$ cat config.mk
export PLATFORM = sky130hd
export DESIGN_NAME = packet_wrr_arbiter_flat
export DESIGN_NICKNAME = d
export VERILOG_FILES = /design/src/rtl/packet_wrr_arbiter_pkg.sv /design/src/rtl/packet_wrr_arbiter_if.sv /design/src/rtl/packet_wrr_arbiter_rr_pick.sv /design/src/rtl/packet_wrr_arbiter.sv /design/src/flat_wrapper.sv
export SDC_FILE = /design/constraint.sdc
export NUM_CORES = 1
export LEC_CHECK = 0
export CAP_MARGIN = 20
export CORE_AREA = 2 2 138 140
export CTS_BUF_LIST = sky130_fd_sc_hd__clkbuf_8
export CTS_CLUSTER_SIZE = 40
export DETAILED_ROUTE_END_ITERATION = 8
export DIE_AREA = 0 0 140 142
export GPL_TIMING_DRIVEN = 0
export HOLD_SLACK_MARGIN = 0.02
export PLACE_DENSITY = 0.64
export SLEW_MARGIN = 15
export SYNTH_ARGS = -nofsm -noshare
export SYNTH_HDL_FRONTEND = slang
export SYNTH_SLANG_ARGS = --single-unit
$ cat constraint.sdc
create_clock -name clk -period 3.5 [get_ports clk]
set_input_delay 0.7 -clock clk [delete_from_list [all_inputs] [get_ports clk]]
set_output_delay 0.7 -clock clk [all_outputs]
set_load 0.005 [all_outputs]
$ cat src/rtl/packet_wrr_arbiter_pkg.sv
// Shared types and helpers for the packet arbiter family.
package pkt_arb_pkg;

  typedef enum logic {
    StIdle = 1'b0,
    StBusy = 1'b1
  } arb_state_e;

  // Next round-robin pointer position after idx, wrapping n-1 back to 0.
  function automatic int unsigned wrap_inc(input int unsigned idx, input int unsigned n);
    return (idx + 32'd1 >= n) ? 32'd0 : idx + 32'd1;
  endfunction

endpackage

$ cat src/rtl/packet_wrr_arbiter_if.sv
// Stream bundle between the per-source producers, the arbiter and the shared consumer.
interface packet_wrr_arbiter_if #(
  parameter int unsigned REQ_NUM = 8,
  parameter int unsigned DATA_WD = 32,
  parameter int unsigned WT_WD   = 4
);
  localparam int unsigned IDX_WD = $clog2(REQ_NUM);

  logic [REQ_NUM*WT_WD-1:0]   cfg_weight;
  logic [REQ_NUM-1:0]         valid_in;
  logic [REQ_NUM*DATA_WD-1:0] data_in;
  logic [REQ_NUM-1:0]         last_in;
  logic [REQ_NUM-1:0]         ready_in;
  logic                       valid_out;
  logic [DATA_WD-1:0]         data_out;
  logic                       last_out;
  logic [IDX_WD-1:0]          src_out;
  logic                       ready_out;

  // Producer/consumer side.
  modport master (
    output cfg_weight, valid_in, data_in, last_in, ready_out,
    input  ready_in, valid_out, data_out, last_out, src_out
  );

  // Arbiter side.
  modport slave (
    input  cfg_weight, valid_in, data_in, last_in, ready_out,
    output ready_in, valid_out, data_out, last_out, src_out
  );
endinterface

$ cat src/rtl/packet_wrr_arbiter_rr_pick.sv
// Pointer-based priority picker: lowest requester at or above ptr, else lowest overall.
module rr_pick #(
  parameter int unsigned N = 8
) (
  input  logic [N-1:0]         reqs_i,
  input  logic [$clog2(N)-1:0] ptr_i,
  output logic [N-1:0]         gnt_o,
  output logic [$clog2(N)-1:0] idx_o,
  output logic                 any_o
);
  localparam int unsigned IW = $clog2(N);

  logic [N-1:0] masked;
  logic [N-1:0] cand;
  logic         found;

  // Mask off requesters below the pointer, fall back to the full set if none remain.
  always_comb begin
    masked = '0;
    for (int unsigned i = 0; i < N; i++) begin
      masked[i] = reqs_i[i] && (i >= 32'(ptr_i));
    end
    cand  = (|masked) ? masked : reqs_i;
    idx_o = '0;
    found = 1'b0;
    for (int unsigned i = 0; i < N; i++) begin
      if (cand[i] && !found) begin
        idx_o = IW'(i);
        found = 1'b1;
      end
    end
    any_o = |reqs_i;
    gnt_o = any_o ? (N'(1) << idx_o) : '0;
  end
endmodule

$ cat src/rtl/packet_wrr_arbiter.sv
// Weighted round-robin packet arbiter with a registered output slice.
module packet_wrr_arbiter
  import pkt_arb_pkg::*;
#(
  parameter int unsigned REQ_NUM = 8,
  parameter int unsigned DATA_WD = 32,
  parameter int unsigned WT_WD   = 4
) (
  input logic                 clk,
  input logic                 rst,
  packet_wrr_arbiter_if.slave bus_io
);
  localparam int unsigned IDX_WD = $clog2(REQ_NUM);

  arb_state_e        state_q, state_d;
  logic [IDX_WD-1:0] owner_q, owner_d;
  logic [WT_WD-1:0]  credit_q, credit_d;
  logic [IDX_WD-1:0] rr_ptr_q, rr_ptr_d;
  logic              bound_q, bound_d;
  logic              vld_q;
  logic [DATA_WD-1:0] data_q;
  logic              last_q;
  logic [IDX_WD-1:0] src_q;

  logic [WT_WD-1:0]   wt  [REQ_NUM];
  logic [DATA_WD-1:0] din [REQ_NUM];
  logic [REQ_NUM-1:0] pick_gnt;
  logic [IDX_WD-1:0]  pick_idx;
  logic               pick_any;
  logic [WT_WD-1:0]   pick_wt;
  logic [REQ_NUM-1:0] ready_in;
  logic               slot_free;
  logic               accept;

  for (genvar g = 0; g < REQ_NUM; g++) begin : g_unpack
    assign wt[g]  = bus_io.cfg_weight[g*WT_WD +: WT_WD];
    assign din[g] = bus_io.data_in[g*DATA_WD +: DATA_WD];
  end

  rr_pick #(
    .N(REQ_NUM)
  ) u_pick (
    .reqs_i(bus_io.valid_in),
    .ptr_i (rr_ptr_q),
    .gnt_o (pick_gnt),
    .idx_o (pick_idx),
    .any_o (pick_any)
  );

  // Weight of the picked channel, selected by the one-hot grant.
  always_comb begin
    pick_wt = '0;
    for (int unsigned i = 0; i < REQ_NUM; i++) begin
      if (pick_gnt[i]) pick_wt = pick_wt | wt[i];
    end
  end

  // Handshake: only the owner may push, and only when the output slot can take a beat.
  always_comb begin
    slot_free = ~vld_q | bus_io.ready_out;
    ready_in  = '0;
    if (state_q == StBusy && slot_free) ready_in[owner_q] = 1'b1;
    accept    = (state_q == StBusy) && slot_free && bus_io.valid_in[owner_q];
  end

  // Grant FSM and packet credit.
  always_comb begin
    state_d  = state_q;
    owner_d  = owner_q;
    credit_d = credit_q;
    rr_ptr_d = rr_ptr_q;
    bound_d  = bound_q;
    unique case (state_q)
      StIdle: begin
        if (pick_any) begin
          owner_d  = pick_idx;
          // Weight 0 behaves as 1: credit counts extra packets beyond the first.
          credit_d = (pick_wt == '0) ? '0 : pick_wt - WT_WD'(1);
          bound_d  = 1'b0;
          state_d  = StBusy;
        end
      end
      StBusy: begin
        if (bound_q && !bus_io.valid_in[owner_q]) begin
          // Owner has nothing ready between packets: give up the rest of its quota.
          rr_ptr_d = IDX_WD'(wrap_inc(32'(owner_q), REQ_NUM));
          bound_d  = 1'b0;
          state_d  = StIdle;
        end else if (accept) begin
          bound_d = 1'b0;
          if (bus_io.last_in[owner_q]) begin
            if (credit_q != '0) begin
              credit_d = credit_q - WT_WD'(1);
              bound_d  = 1'b1;
            end else begin
              rr_ptr_d = IDX_WD'(wrap_inc(32'(owner_q), REQ_NUM));
              state_d  = StIdle;
            end
          end
        end
      end
      default: state_d = StIdle;
    endcase
  end

  // Arbitration state registers.
  always_ff @(posedge clk or posedge rst) begin
    if (rst) begin
      state_q  <= StIdle;
      owner_q  <= '0;
      credit_q <= '0;
      rr_ptr_q <= '0;
      bound_q  <= 1'b0;
    end else begin
      state_q  <= state_d;
      owner_q  <= owner_d;
      credit_q <= credit_d;
      rr_ptr_q <= rr_ptr_d;
      bound_q  <= bound_d;
    end
  end

  // Output slice: load on accept, drain when the consumer takes the beat.
  always_ff @(posedge clk or posedge rst) begin
    if (rst) begin
      vld_q  <= 1'b0;
      data_q <= '0;
      last_q <= 1'b0;
      src_q  <= '0;
    end else if (accept) begin
      vld_q  <= 1'b1;
      data_q <= din[owner_q];
      last_q <= bus_io.last_in[owner_q];
      src_q  <= owner_q;
    end else if (vld_q && bus_io.ready_out) begin
      vld_q  <= 1'b0;
    end
  end

  assign bus_io.ready_in  = ready_in;
  assign bus_io.valid_out = vld_q;
  assign bus_io.data_out  = data_q;
  assign bus_io.last_out  = last_q;
  assign bus_io.src_out   = src_q;
endmodule

$ cat src/flat_wrapper.sv
// flat-port wrapper written by rule: the top's interface ports become plain ports
module packet_wrr_arbiter_flat import pkt_arb_pkg::*;
#(
  parameter int unsigned REQ_NUM = 8,
  parameter int unsigned DATA_WD = 32,
  parameter int unsigned WT_WD   = 4
)
  (clk, rst, bus_io_cfg_weight, bus_io_valid_in, bus_io_data_in, bus_io_last_in, bus_io_ready_out, bus_io_ready_in, bus_io_valid_out, bus_io_data_out, bus_io_last_out, bus_io_src_out);
  packet_wrr_arbiter_if #(.REQ_NUM(REQ_NUM), .DATA_WD(DATA_WD), .WT_WD(WT_WD)) bus_io_i ();
  input logic clk;
  input logic rst;
  input wire logic [$bits(bus_io_i.cfg_weight)-1:0] bus_io_cfg_weight;
  input wire logic [$bits(bus_io_i.valid_in)-1:0] bus_io_valid_in;
  input wire logic [$bits(bus_io_i.data_in)-1:0] bus_io_data_in;
  input wire logic [$bits(bus_io_i.last_in)-1:0] bus_io_last_in;
  input wire logic [$bits(bus_io_i.ready_out)-1:0] bus_io_ready_out;
  output wire logic [$bits(bus_io_i.ready_in)-1:0] bus_io_ready_in;
  output wire logic [$bits(bus_io_i.valid_out)-1:0] bus_io_valid_out;
  output wire logic [$bits(bus_io_i.data_out)-1:0] bus_io_data_out;
  output wire logic [$bits(bus_io_i.last_out)-1:0] bus_io_last_out;
  output wire logic [$bits(bus_io_i.src_out)-1:0] bus_io_src_out;
  assign bus_io_i.cfg_weight = bus_io_cfg_weight;
  assign bus_io_i.valid_in = bus_io_valid_in;
  assign bus_io_i.data_in = bus_io_data_in;
  assign bus_io_i.last_in = bus_io_last_in;
  assign bus_io_i.ready_out = bus_io_ready_out;
  assign bus_io_ready_in = bus_io_i.ready_in;
  assign bus_io_valid_out = bus_io_i.valid_out;
  assign bus_io_data_out = bus_io_i.data_out;
  assign bus_io_last_out = bus_io_i.last_out;
  assign bus_io_src_out = bus_io_i.src_out;
  packet_wrr_arbiter #(.REQ_NUM(REQ_NUM), .DATA_WD(DATA_WD), .WT_WD(WT_WD)) u_core (.clk(clk), .rst(rst), .bus_io(bus_io_i));
endmodule
==> flow_summary.toml, run 1 <==
[die]
dieArea_um2 = 19880
core-area_um2 = 18460
ioPinCount = 352
die_y_um = 142
num_rows = 50
start_util = 0.2329
die_width_um = 140

[clock_tree]
root_buffer = "clkbuf_8"
clock_sinks = 49
cts_buffer_depth = 2
clk_pin_slew_ns = 0.10
insertion_delay_ns = 0.32
h-tree-depth = 2
numCtsBuffers = 5
cts_tree = "done"

[cells_and_area]
area_growth_syn_to_layout_pct = 93.89
fin_util = 0.4517
drive_above_1_share = 0.07425
final_nets = 1170

[timing]
setup_viol = 0
slew_headroom = 0.3772
final.min_clock_period_ns = 3.442
finalSetupTns_ns = 0
finalClockSkew_ns = 0.007787
hold_viol = 0
worst_slew_pin_slew_ns = 0.9343
fin_crit_sh = 0.9835
fmax_mhz = 290.5
slew_violations = 0
rsz0062_at_grt = "yes"

[placement]
port_buffers = 349
globalplace.congestion = 0.9358
hpwl_um = 23720

[run_status]
status = "finished with violations"
violations = "design-rule violations"

[routing]
wl_um = 29250
via_per_inst = 5.572
drt_iter0_drc = 557
dr.pass1.iters = 9
wl_per_cell_um = 26.63
dr_total_vias = 6118
drc = 24
antenna_left = 0

[global_routing]
grt_pass1_vias = 6125
grt_use_total = 0.2804
grt_first_pass_wirelength_um = 40620
grt_use_met1 = 0.3768
gr-usage-met3 = 0.05821
antenna_found_initial = 2
use_met2 = 0.4625
top_usage_layer = "met2"
grt_max_degree = 31
overflow = 0

[setup_path]
path_max_fanout = 9
cp-end-kind = "flip-flop"
startpoint_type = "input pin"
slowest_delay_ns = 0.58
path_class = "in2reg"
crit_path_frequent_cell = "or3_1"
crit_required_ns = 3.70
slowest_stage = "clkdlybuf4s50_1"
reg2reg_depth = 9
cp.arrival_ns = 3.64
worstPathCellList = "clkdlybuf4s50_1 -> inv_1 -> a221oi_2 -> or3_1 -> o32a_1 -> buf_6 -> mux2_4 -> or3_1 -> o311ai_1 -> o211ai_1"

[logic_synthesis]
synth_flop_cell = "dfrtp_1"
ys_seq_area_frac = 0.2852
synthesis.area_um2 = 4299
syn_area_per_cell_um2 = 8.463
synth_top_area_cell = "dfrtp_1"
synth_top_area_frac = 0.2852
synth_cell_types = 62
syn_nets = 817
yosys_warnings = 0
synthArstFlopShare = 1.000
synth_edf_count = 0
synth.area.top_cells = "dfrtp_1 (29%), a221oi_1 (14%), a22o_1 (13%), a31oi_1 (5.1%), nor2_1 (4.4%)"
postSynthCellCount = 508
synth_seq_cells = 49

[worst_hold_path]
hold_depth = 2
hp-class = "reg2reg"

[pwr]
p_per_area_nw_per_um2 = 672.7
peakVddDrop_mv = 0.2255
power.leakage_nw = 3.122

[flow_run]
cap_violations = 0
-- repair_timing --
action	CTS	global route
buffers inserted	1	0
gates resized for setup	25	12
hold buffers	0	0
endpoints found under the setup margin	42	31
pin swaps	1	0
-- layout make-up --
class	count	area, um2
tap	234	292.8
clock inverter	2	33.78
antenna	2	5.005
fill	1805	10120
multi-input combinational	395	2895
clock buffer	6	82.58
timing repair buffer	351	3521
sequential	49	1227
buffer	45	225.2
inverter	14	52.55
-- Yosys cell counts, types with 3 or more instances --
| cell | count |
|---|---|
| a221oi_1 | 67 |
| a22o_1 | 66 |
| nor2_1 | 50 |
| dfrtp_1 | 49 |
| clkbuf_1 | 42 |
| a31oi_1 | 35 |
| nand2_1 | 27 |
| inv_1 | 14 |
| a21oi_1 | 11 |
| mux2_2 | 11 |
| o21ai_0 | 11 |
| nor2b_1 | 10 |
| and3_1 | 8 |
| nand2b_1 | 8 |
| nor3_1 | 7 |
| and2_1 | 6 |
| nand3_1 | 6 |
| o211ai_1 | 5 |
| o21a_1 | 5 |
| buf_2 | 3 |
| mux2i_1 | 3 |
| nand4_1 | 3 |
| o31ai_1 | 3 |
| or3_1 | 3 |
-- worst paths after layout --
path	slack, ns	startpoint	endpoint
worst min-delay path	0.50	u_core.bound_q	u_core.bound_q
max in group asynchronous	2.24	rst	u_core.owner_q[0]
worst min register to register	0.50	u_core.bound_q	u_core.bound_q
min in group asynchronous	0.72	rst	u_core.bus_io.data_out[20]
worst max register to register	0.47	u_core.rr_ptr_q[1]	u_core.credit_q[0]
worst max-delay path	0.06	bus_io_valid_in[3]	u_core.credit_q[0]
-- placed cells by master, fill, tap and decap left out, types with 4 or more instances in the layout --
| cell type | instances |
|---|---|
| clkdlybuf4s50_1 | 349 |
| a221oi_1 | 66 |
| a22o_1 | 66 |
| nor2_1 | 50 |
| dfrtp_1 | 48 |
| a31oi_1 | 35 |
| nand2_1 | 27 |
| clkbuf_1 | 26 |
| inv_1 | 14 |
| o21ai_0 | 11 |
| mux2_2 | 11 |
| nor2b_1 | 10 |
| a21oi_1 | 9 |
| and3_1 | 8 |
| nand2b_1 | 8 |
| clkbuf_8 | 8 |
| clkbuf_2 | 7 |
| nand3_1 | 6 |
| nor3_1 | 5 |
| o21a_1 | 5 |
| o211ai_1 | 5 |
| buf_2 | 4 |
-- sequential cells by signal (all words and copies together), names as in the netlist --
signal / count
u_core.rr_ptr_q: 3
u_core.credit_q: 4
u_core.state_q: 1
u_core.bound_q: 1
u_core.owner_q: 3
u_core.bus_io.src_out: 3
u_core.bus_io.last_out: 1
u_core.bus_io.valid_out: 1
u_core.bus_io.data_out: 32
-- cells by family after synthesis --
| family | count (synthesis) | synth area share |
|---|---|---|
| AOI/OAI and AO/OA | 237 | 0.4444 |
| and+or+nand+nor | 138 | 0.1548 |
| buffers and inverters | 64 | 0.05966 |
| DFF | 49 | 0.2852 |
| muxes | 17 | 0.04802 |
| adders and majority gates | 2 | 0.005820 |
| xor gates and xnor gates | 1 | 0.002038 |
-- metrics by stage --
step | hold WS [ns] | area [um2] | instances | setup slack [ns] | power, mW
4_1_cts | 0.4986 | 8288 | 1096 | 0.02706 | 5.535
5_1_grt | 0.5345 | 8333 | 1097 | -0.01560 | 5.948
6_report | 0.4995 | 8335 | 1098 | 0.05761 | 5.608
2_1_floorplan | 0.4469 | 4299 | 508 | 0.4870 | 3.143
3_3_place_gp | 0.4688 | 8085 | 1091 | -1.132 | 4.990
3_5_place_dp | 0.4750 | 8110 | 1092 | -0.7846 | 5.027
-- worst max-delay path, delay by kind of cell --
family / cells / cell delay (ns)
and+or+nand+nor: 2 / 0.55
muxes: 1 / 0.32
AOI/OAI and AO/OA: 4 / 1.13
buffers and inverters: 3 / 0.93
-- power by group --
part	internal [mW]	switching [mW]
Sequential	0.864	0.196
Combinational	1.86	2.23
Clock	0.231	0.222
Total	2.96	2.65
-- routing by layer --
| metal | up-vias | wire, um | part of all wire |
|---|---|---|---|
| li1 | 2786 | - | - |
| met1 | 2956 | 12460 | 0.43 |
| met2 | 336 | 13970 | 0.48 |
| met3 | 40 | 2126 | 0.073 |
| met4 | 0 | 687 | 0.023 |
| met5 | - | 0 | 0 |
(Power assumes the default switching activity.)
==> inputs of run 2 (changes only) <==
--- a/config.mk
+++ b/config.mk
@@ -12,7 +12,6 @@
 export DETAILED_ROUTE_END_ITERATION = 8
 export DIE_AREA = 0 0 140 142
 export GPL_TIMING_DRIVEN = 0
-export HOLD_SLACK_MARGIN = 0.02
 export PLACE_DENSITY = 0.64
 export SLEW_MARGIN = 15
 export SYNTH_ARGS = -nofsm -noshare
==> results of run 2 <==
Same layout as run 1: the final DEF is identical, and so are final timing and power.
==> inputs of run 3 (changes only) <==
--- a/config.mk
+++ b/config.mk
@@ -6,14 +6,15 @@
 export NUM_CORES = 1
 export LEC_CHECK = 0
 export CAP_MARGIN = 20
-export CORE_AREA = 2 2 138 140
+export CORE_AREA = 2 2 137 139
 export CTS_BUF_LIST = sky130_fd_sc_hd__clkbuf_8
 export CTS_CLUSTER_SIZE = 40
 export DETAILED_ROUTE_END_ITERATION = 8
-export DIE_AREA = 0 0 140 142
+export DIE_AREA = 0 0 139 141
 export GPL_TIMING_DRIVEN = 0
-export PLACE_DENSITY = 0.64
+export PLACE_DENSITY = 0.65
 export SLEW_MARGIN = 15
 export SYNTH_ARGS = -nofsm -noshare
 export SYNTH_HDL_FRONTEND = slang
+export SYNTH_HIERARCHICAL = 1
 export SYNTH_SLANG_ARGS = --single-unit
==> run 3 against run 2 <==
  * Critical path depth is 3 higher
  * The run now ends clean
  * Global-route usage is 2.3 points lower
  * Register-to-register slack worse by 0.09 ns
  * Core utilization is 0.26 points higher
  * First-iteration DRC count is 30% lower
  * Maximum frequency is 1.7% higher
  * Setup slack better by 0.056 ns
  * Die area is 1.4% lower
  * Highest routed layer is now met5
  * Final cell count is 1.6% lower
  * Combinational power hardly changed
  * Synthesized area is 1.2% lower
  * Worst hold slack worse by 0.011 ns
==> flow_summary.toml, run 3 <==
[timing]
slew_headroom = 0.3633
fin_crit_sh = 0.9674
setup_viol = 0
final.min_clock_period_ns = 3.386
fmax_mhz = 295.3
hold_viol = 0
worst_slew_pin_slew_ns = 0.9550
fin_hold_ws_ns = 0.4885
rsz0062_at_grt = "yes"
finalClockSkew_ns = 0.006372
slew_violations = 0
finalSetupTns_ns = 0

[die]
dieArea_um2 = 19600
die_y_um = 141
ioPinCount = 352
start_util = 0.2326
num_rows = 50
core-area_um2 = 18270
die_width_um = 139

[routing]
drc = 0
dr_total_vias = 5929
wl_um = 26440
antenna_left = 0
dr.pass1.iters = 5
drt_iter0_drc = 392
wl_per_cell_um = 24.48
via_per_inst = 5.490

[global_routing]
antenna_found_initial = 1
grt_first_pass_wirelength_um = 37850
grt_pass1_vias = 6142
grt_max_degree = 30
grt_use_total = 0.2575
overflow = 0

[logic_synthesis]
synth_most_common_cell = "a22oi_1"
synthesis.area_um2 = 4249
synth_seq_cells = 49
yosys_warnings = 6
synth_top_area_frac = 0.2886
synth.area.top_cells = "dfrtp_1 (29%), a22oi_1 (21%), a41oi_1 (5.4%), a21o_1 (4.9%), a221oi_1 (2.9%)"
synthArstFlopShare = 1.000
synth_top_area_cell = "dfrtp_1"
synth_edf_count = 0
ys_top_cells_by_count = "a22oi_1 (120), dfrtp_1 (49), clkbuf_1 (32)"
synth_cell_types = 58
ys_seq_area_frac = 0.2886
postSynthCellCount = 484
syn_area_per_cell_um2 = 8.779
synth_flop_cell = "dfrtp_1"
syn_nets = 793

[setup_path]
slowest_stage = "or4_1"
slowest_delay_ns = 0.46
crit_required_ns = 3.69
rrSetupSlack_ns = 0.38
path_max_fanout = 8
cp.arrival_ns = 3.58
cp-end-kind = "flip-flop"
startpoint_type = "input pin"
worstPathCellList = "dlygate4sd2_1 -> o21bai_1 -> and3_4 -> o31ai_2 -> or2_1 -> buf_6 -> o211ai_4 -> nor2_2 -> a22oi_1 -> and4_4 -> a211oi_1 -> o21a_1 -> or4_1"
path_class = "in2reg"

[pwr]
p_sw_frac = 0.4661
power.leakage_nw = 3.161
switching_power_mw = 2.615
p_per_area_nw_per_um2 = 676.3
pwr-share-seq = 0.186
clock_power_share = 0.088
peakVddDrop_mv = 0.3511
power.total_mw = 5.612
combPwrFrac = 0.726
p_int_mw = 2.996

[cells_and_area]
mostFrequentLayoutCell = "clkdlybuf4s50_1"
area_growth_syn_to_layout_pct = 95.29
largest_register_ffs = 32
drive_above_1_share = 0.07929
fill_cells = 1844
mostFrequentLayoutCells = "clkdlybuf4s50_1 (345), a22oi_1 (117), dfrtp_1 (49), a21o_1 (28)"
final_nets = 1153
instances_no_fill = 1080
design_area_um2 = 8298

[clock_tree]
h-tree-depth = 2
cts_tree = "done"
root_buffer = "clkbuf_8"
clk_pin_slew_ns = 0.10
cts.hold.buffers_added = 0
insertion_delay_ns = 0.31
cts_buffer_depth = 2
clock_sinks = 49
numCtsBuffers = 5

[worst_hold_path]
hp-class = "reg2reg"

[placement]
dp.cells = 1070
hpwl_um = 21150
port_buffers = 351
globalplace.congestion = 0.8820
placed_area_um2 = 8075

[run_status]
status = "complete, no violations"

[flow_run]
cap_violations = 0
-- run 3: cell types whose count changed in the layout (fill, tap and decap cells not counted), sizes merged, moves of 26 or more --
cell    before  now
a22o        66   13
a31oi       35    9
a41oi        0   26
a22oi        2  120
a21o         1   28
a221oi      68   15
-- run 3: what timing repair did --
item,CTS,global route
setup endpoints to repair,8,4
setup buffers,1,1
pin swaps,1,2
gates resized for setup,22,12
cloned,0,0
-- run 3: worst max-delay path: cells and delay by family --
family | cells | cell delay (ns)
compound gates | 6 | 1.07
simple gates | 5 | 1.31
buf+inv | 2 | 0.48
-- run 3: worst paths after layout --
kind                                        startpoint  cells past startpoint                    endpoint
max in group asynchronous                          rst                      3  u_core/bus_io.data_out[16]
worst min register to register  u_core/bus_io.last_out                      2      u_core/bus_io.last_out
worst min-delay path            u_core/bus_io.last_out                      2      u_core/bus_io.last_out
worst max-delay path                bus_io_valid_in[5]                     13          u_core/credit_q[1]
min in group asynchronous                          rst                      2  u_core/bus_io.data_out[29]
worst max register to register      u_core/rr_ptr_q[1]                     14          u_core/credit_q[3]
-- run 3: routing by layer --
layer	track usage	part of all wire
met4	0.07018	0.024
met2	0.4402	0.49
met3	0.06318	0.073
met1	0.3253	0.41
met5	0	0.00049
-- run 3: final cells by class --
class                           instances  area [um2]  area share
Antenna cell                            1       2.502   0.0003016
Buffer                                 43       202.7     0.02443
Clock buffer                            5       68.82    0.008293
Clock inverter                          3       65.06    0.007841
Inverter                               14       52.55    0.006333
Multi-Input combinational cell        377        2835      0.3417
Sequential cell                        49        1226      0.1478
Tap cell                              234       292.8     0.03528
Timing Repair Buffer                  354        3552      0.4281
-- run 3: cells by family after synthesis --
group / count (synthesis) / share of synthesized area
AO/OA/AOI/OAI: 261 / 0.4817
multiplexers: 15 / 0.04505
adder cells (fa/ha/maj): 2 / 0.005888
buffers and inverters: 58 / 0.05889
AND/OR/NAND/NOR: 98 / 0.1178
flip-flops: 49 / 0.2886
XOR/XNOR: 1 / 0.002062
-- run 3: power groups by stage --
stage | clock, mW | combinational, mW | sequential (mW)
floorplan | 0 | 2.17 | 1.02
global placement | 0 | 3.92 | 1.05
detailed placement | 0 | 3.95 | 1.05
CTS | 0.510 | 4.02 | 1.05
global route | 0.532 | 4.37 | 1.08
finish | 0.494 | 4.07 | 1.04
-- run 3: per-stage QoR --
step,worst slack [ns],util
after floorplan,0.3381,-
final,0.1140,0.4542
after global routing,-0.01873,0.4541
after CTS,0.02832,0.4520
after global placement,-0.6730,0.4410
after detailed placement,-0.6570,0.4421
